**src/rtl/qpsk_frame_pkg.sv**
```systemverilog
// Shared encodings for the sync + PN frame generator.
// Modes, FSM states, symbol constants and Barker sync words.
package qpsk_frame_pkg;

    typedef enum logic [1:0] {
        MODE_LEGACY = 2'b00,
        MODE_QPSK   = 2'b01,
        MODE_ONES   = 2'b10,
        MODE_RSVD   = 2'b11
    } mode_e;

    typedef enum logic [1:0] {
        ST_IDLE    = 2'b00,
        ST_SYNC    = 2'b01,
        ST_PAYLOAD = 2'b10
    } state_e;

    localparam logic [1:0] SYM_ONE  = 2'b11;
    localparam logic [1:0] SYM_ZERO = 2'b01;
    localparam logic [1:0] SYM_NONE = 2'b00;

    localparam logic [6:0]  BARKER7  = 7'h72;
    localparam logic [10:0] BARKER11 = 11'h712;
    localparam logic [12:0] BARKER13 = 13'h1F35;

    // Reserved mode behaves exactly like legacy.
    function automatic mode_e mode_decode(input logic [1:0] m);
        return (m == MODE_RSVD) ? MODE_LEGACY : mode_e'(m);
    endfunction

endpackage

```
**src/rtl/sync_pn_frame_gen_pn_lfsr.sv**
```systemverilog
// Fibonacci right-shift PN generator with single and double stepping.
// bit_a is the current output bit, bit_b the one after it.
module pn_lfsr #(
    parameter int          PN_DEG  = 10,
    parameter logic [15:0] PN_TAPS = 16'h0081,
    parameter logic [15:0] PN_SEED = 16'h0001
) (
    input  logic clk_fs,
    input  logic rst,
    input  logic load,
    input  logic step,
    input  logic double_step,
    output logic bit_a,
    output logic bit_b
);

    localparam logic [PN_DEG-1:0] TAPS = PN_TAPS[PN_DEG-1:0];
    localparam logic [PN_DEG-1:0] SEED = PN_SEED[PN_DEG-1:0];

    logic [PN_DEG-1:0] state;
    logic [PN_DEG-1:0] nxt1;
    logic [PN_DEG-1:0] nxt2;

    function automatic logic [PN_DEG-1:0] adv(input logic [PN_DEG-1:0] s);
        return {^(s & TAPS), s[PN_DEG-1:1]};
    endfunction

    // One- and two-step lookahead of the register.
    always_comb begin
        nxt1 = adv(state);
        nxt2 = adv(nxt1);
    end

    assign bit_a = state[0];
    assign bit_b = nxt1[0];

    // Reseed has priority over stepping.
    always_ff @(posedge clk_fs or posedge rst) begin
        if (rst) begin
            state <= SEED;
        end else if (load) begin
            state <= SEED;
        end else if (double_step) begin
            state <= nxt2;
        end else if (step) begin
            state <= nxt1;
        end
    end

endmodule

```
**src/rtl/sync_pn_frame_gen.sv**
```systemverilog
// Framed symbol source: sync word followed by PN payload.
// Symbols advance once per DIV clocks; en low parks in IDLE.
module sync_pn_frame_gen
    import qpsk_frame_pkg::*;
#(
    parameter int          SYNC_LEN    = 13,
    parameter logic [15:0] SYNC_WORD   = 16'h1F35,
    parameter int          PN_DEG      = 10,
    parameter logic [15:0] PN_TAPS     = 16'h0081,
    parameter logic [15:0] PN_SEED     = 16'h0001,
    parameter int          PAYLOAD_LEN = 1023,
    parameter int          DIV         = 2
) (
    input  logic       clk_fs,
    input  logic       rst,
    input  logic       en,
    input  logic [1:0] mode,
    output logic [1:0] sym_out,
    output logic       sym_valid,
    output logic [1:0] sync_flag,
    output logic       frame_start
);

    localparam int FRAME_LEN = SYNC_LEN + PAYLOAD_LEN;
    localparam int SYM_W     = $clog2(FRAME_LEN + 1);
    localparam int DIV_W     = (DIV > 1) ? $clog2(DIV) : 1;

    localparam logic [DIV_W-1:0] DIV_LAST  = DIV_W'(DIV - 1);
    localparam logic [SYM_W-1:0] SYNC_LAST = SYM_W'(SYNC_LEN - 1);
    localparam logic [SYM_W-1:0] FRM_LAST  = SYM_W'(FRAME_LEN - 1);

    logic [DIV_W-1:0] div_cnt;
    logic             tick;

    state_e           state, state_d;
    logic [SYM_W-1:0] sym_idx, idx_d;
    mode_e            mode_q, mode_d;
    logic [1:0]       sym_d, flag_d;
    logic             valid_d, fs_d;
    logic             sync_bit;
    logic             lfsr_load, lfsr_step, lfsr_dbl;
    logic             pn_a, pn_b;

    assign tick = en && (div_cnt == DIV_LAST);

    // Symbol-rate divider, parked at zero while disabled.
    always_ff @(posedge clk_fs or posedge rst) begin
        if (rst) begin
            div_cnt <= '0;
        end else if (!en || tick) begin
            div_cnt <= '0;
        end else begin
            div_cnt <= div_cnt + 1'b1;
        end
    end

    // Sync word is sent MSB-first starting at bit SYNC_LEN-1.
    always_comb begin
        sync_bit = SYNC_WORD[4'(SYNC_LEN - 1 - int'(sym_idx))];
    end

    pn_lfsr #(
        .PN_DEG  (PN_DEG),
        .PN_TAPS (PN_TAPS),
        .PN_SEED (PN_SEED)
    ) u_lfsr (
        .clk_fs      (clk_fs),
        .rst         (rst),
        .load        (lfsr_load),
        .step        (lfsr_step),
        .double_step (lfsr_dbl),
        .bit_a       (pn_a),
        .bit_b       (pn_b)
    );

    // Next-state, symbol selection and LFSR control.
    always_comb begin
        state_d   = state;
        idx_d     = sym_idx;
        mode_d    = mode_q;
        sym_d     = sym_out;
        flag_d    = sync_flag;
        valid_d   = 1'b0;
        fs_d      = 1'b0;
        lfsr_load = 1'b0;
        lfsr_step = 1'b0;
        lfsr_dbl  = 1'b0;
        if (!en) begin
            state_d = ST_IDLE;
            idx_d   = '0;
            sym_d   = SYM_NONE;
            flag_d  = SYM_NONE;
        end else if (tick) begin
            valid_d = 1'b1;
            idx_d   = (sym_idx == FRM_LAST) ? '0 : sym_idx + 1'b1;
            unique case (state)
                ST_PAYLOAD: begin
                    flag_d  = SYM_NONE;
                    state_d = (sym_idx == FRM_LAST) ? ST_SYNC : ST_PAYLOAD;
                    unique case (mode_q)
                        MODE_QPSK: begin
                            sym_d    = {pn_a, pn_b};
                            lfsr_dbl = 1'b1;
                        end
                        MODE_ONES: begin
                            sym_d = SYM_ONE;
                        end
                        default: begin
                            sym_d     = {pn_a, 1'b1};
                            lfsr_step = 1'b1;
                        end
                    endcase
                end
                default: begin
                    sym_d   = sync_bit ? SYM_ONE : SYM_ZERO;
                    flag_d  = sym_d;
                    state_d = (sym_idx == SYNC_LAST) ? ST_PAYLOAD : ST_SYNC;
                    if (sym_idx == '0) begin
                        fs_d      = 1'b1;
                        lfsr_load = 1'b1;
                        mode_d    = mode_decode(mode);
                    end
                end
            endcase
        end
    end

    // FSM, frame position and latched mode.
    always_ff @(posedge clk_fs or posedge rst) begin
        if (rst) begin
            state   <= ST_IDLE;
            sym_idx <= '0;
            mode_q  <= MODE_LEGACY;
        end else begin
            state   <= state_d;
            sym_idx <= idx_d;
            mode_q  <= mode_d;
        end
    end

    // Registered symbol outputs and strobes.
    always_ff @(posedge clk_fs or posedge rst) begin
        if (rst) begin
            sym_out     <= SYM_NONE;
            sync_flag   <= SYM_NONE;
            sym_valid   <= 1'b0;
            frame_start <= 1'b0;
        end else begin
            sym_out     <= sym_d;
            sync_flag   <= flag_d;
            sym_valid   <= valid_d;
            frame_start <= fs_d;
        end
    end

endmodule

```
**config.mk**
```make
export PLATFORM = sky130hd
export DESIGN_NAME = sync_pn_frame_gen
export DESIGN_NICKNAME = d
export VERILOG_FILES = /design/src/rtl/qpsk_frame_pkg.sv /design/src/rtl/sync_pn_frame_gen_pn_lfsr.sv /design/src/rtl/sync_pn_frame_gen.sv
export SDC_FILE = /design/constraint.sdc
export NUM_CORES = 1
export LEC_CHECK = 0
export ABC_AREA = 1
export CORE_ASPECT_RATIO = 2
export CORE_MARGIN = 2
export CORE_UTILIZATION = 55
export DETAILED_ROUTE_END_ITERATION = 10
export PLACE_DENSITY = 0.86
export SETUP_SLACK_MARGIN = 0.5
export SYNTH_ARGS = -nofsm -noshare
export SYNTH_HDL_FRONTEND = slang
export SYNTH_SLANG_ARGS = --single-unit
```
**constraint.sdc**
```tcl
create_clock -name clk_fs -period 1.9 [get_ports clk_fs]
set_clock_uncertainty 0.1 [all_clocks]
set_input_delay 0.38 -clock clk_fs [delete_from_list [all_inputs] [get_ports clk_fs]]
set_output_delay 0.38 -clock clk_fs [all_outputs]
set_load 0.05 [all_outputs]
```
==> impl_metrics.toml <==
[outcome]
status = "finished, final reports clean"

[clock_network]
cts_tree = "yes"
cts_buffers = 5
htreeDepth = 2
max-clock-path-buffers = 2
clk_pin_slew_ns = 0.07
worstSkewPairLatency_ns = 0.29
cts.sink_count = 32
cts_root_buffer = "clkbuf_8"

[sta]
setup_tns_ns = 0
holdWs_ns = 0.367
grt_setup_unrepaired = "yes"
hold_violations = 0
finalSetupViolCount = 0
finalCriticalPeriod_ns = 1.51
worst_slew_pin_slew_ns = 0.418
setup_ws_ns = 0.393
min_period_over_period = 0.793
fmax_mhz = 664
slew_violations = 0
slew_headroom = 0.721

[grt]
grt_use_total = 0.288
grt_pass1_wl_um = 8340
grt_pass1_vias = 1930
grt_max_degree = 33
grt.overflow.total = 0
antenna_found_initial = 0

[pwr]
p_per_area_nw_per_um2 = 684
finalPower_mw = 1.79
p_leak_nw = 1.29
ir_worst_vdd_v = 0.000629

[hold_path]
hp-class = "in2async"

[setup_path]
worst_setup_path_start_kind = "flip-flop"
r2r_start = "sym_idx[4]"
cpMostUsedCell = "nand2_4"
crit_type = "reg2reg"
worst_path_largest_cell_delay_ns = 0.45
worst-r2r-cell-count = 6
cp_cell_sequence = "inv_1 > nand3_2 > nor2_4 > nand2_4 > nand2_4 > o21ai_1"
cp_slowest_cell = "dfrtp_1"
path_buf_inv = 1
crit_family = "simple AND/OR/NAND/NOR gates"
crit_fanout = 10
end_kind = "flip-flop"
worstPathArrival_ns = 1.57
worstPathRequired_ns = 1.97
ff2ff_setup_slack_ns = 0.39
r2r-end = "u_lfsr.state[5]"

[yosys]
yosysSeqAreaShare = 0.409
synthesis.nets = 261
syn_area_per_cell_um2 = 7.81
yosys.cell_types.count = 31
synth_warnings = 0
syn_inst = 251
synth_area_um2 = 1960
ys_ff_latch = 32

[finish]
stdcell_count = 339
area_growth_pct = 33.3
antenna_cells = 0
final.fill_count = 197
final_core_util = 0.765
design_area_um2 = 2610
nNetsFinal = 300
drive_gt1_frac = 0.368

[detailed_routing]
first_pass_iters = 4
ant_nets = 0
finalWirelength_um = 5380
drc = 0
drt_iter0_drc = 51
wire_per_inst_um = 15.9
viasPerCell = 5.49
dr_total_vias = 1861

[placement]
hpwl_um = 3220
post-place-ws_ns = 0.00871
finalWeightedCongestion = 0.865
placed_cell_area_um2 = 2160
dp.cells = 314
port_buffers = 10

[die]
die-height_um = 88.4
die_w_um = 46.2
rows = 30
core_um2 = 3420
ios = 11
die-area_um2 = 4080
initial_core_util = 0.574

[flow_run]
drv_cap = 0
[worst max path at each step]
| stage | start | end | slack, ns | cells after the start |
|---|---|---|---|---|
| finish | sym_idx[4] | u_lfsr.state[5] | 0.39 | 6 |
| global route | sym_idx[0] | sym_out[1] | 0.34 | 11 |
| CTS | mode_q[0] | u_lfsr.state[3] | 0.44 | 7 |
| detailed placement | en | u_lfsr.state[6] | 0.009 | 6 |
| global placement | en | u_lfsr.state[5] | 0.04 | 6 |
| floorplan | sym_idx[0] | sym_idx[5] | 0.48 | 8 |
[cell type report]
cell class,count,area [um2],share of cell area
Multi-Input combinational cell,181,1200,0.458
Sequential cell,32,807,0.309
Timing Repair Buffer,33,272,0.104
Inverter,37,151,0.0580
Clock buffer,7,96.3,0.0369
Tap cell,48,60.1,0.0230
Clock inverter,1,30.0,0.0115
[where the power goes]
part | leakage [nW] | internal (mW) | switching (mW) | total [mW]
Clock | 0.0645 | 0.463 | 0.263 | 0.726
Combinational | 0.799 | 0.129 | 0.194 | 0.323
Sequential | 0.428 | 0.709 | 0.0301 | 0.739
[worst register-to-register path: stages (launching register included)]
cell	delay, ns
dfrtp_1	0.45
inv_1	0.15
nand3_2	0.15
nor2_4	0.20
nand2_4	0.12
nand2_4	0.13
o21ai_1	0.08
[sequential cells by signal, indices dropped and copies added, names as in the netlist]
signal and count:
sym_idx 11, u_lfsr.state 10, mode_q 2, state 2
sym_out 2, sync_flag 2, div_cnt 1, frame_start 1
sym_valid 1
[layout by cell type, fill, tap and decap left out, types with 3 or more instances in the layout]
cell and n:
dfrtp_2 4, buf_6 4, nand2_4 8, o21ai_0 6, a21oi_2 3, buf_4 25
clkdlybuf4s50_1 3, nor2_1 12, ha_4 4, o211ai_1 6, inv_1 25, nor2_2 4
nand3_2 7, inv_2 9, nand2_2 6, dfrtp_1 27, o21ai_2 7, xor2_1 4
nand3_1 10, nand2_1 71, clkbuf_8 7, o21ai_1 10, nor2_4 6, nand4_1 4
[cell usage after synthesis, drive strengths merged]
| cell | count | area, um2 |
|---|---|---|
| nand2 | 86 | 378 |
| nor3 | 3 | 26.3 |
| nand4 | 4 | 25.0 |
| inv | 37 | 146 |
| ha | 5 | 62.6 |
| nor2 | 23 | 131 |
| buf | 3 | 21.3 |
| o21ai | 24 | 143 |
| a211oi | 1 | 7.51 |
| xnor2 | 1 | 8.76 |
| xor2 | 4 | 35.0 |
| nand3 | 18 | 103 |
| dfstp | 1 | 26.3 |
| dfrtp | 31 | 776 |
| o211ai | 6 | 45.0 |
| a21oi | 3 | 18.8 |
| or2 | 1 | 6.26 |
[layer usage]
metal | vias to the layer above | part of all wire | track usage
met2 | 66 | 0.56 | 0.539
met1 | 887 | 0.35 | 0.265
met5 | - | 0 | 0
li1 | 876 | - | -
met3 | 32 | 0.032 | 0.0449
met4 | 0 | 0.059 | 0.179
[cell families (layout without fill, tap and decap cells)]
group                      count (synthesis)  count (layout)  synth area share
xor gates and xnor gates                   5               5            0.0223
AOI/OAI and AO/OA                         34              35             0.109
DFF                                       32              32             0.409
adders and majority gates                  5               5            0.0319
and+or+nand+nor                          135             136             0.342
buffers and inverters                     40              78            0.0856
[timing repair]
action                     in CTS  in global routing
setup buffers                  11                  4
setup endpoints to repair      30                 27
pin swaps                      21                  9
hold buffers                    0                  0
gates cloned                    2                  0
resized for setup              43                 14
Note: power is estimated with default switching activity, not from simulation.
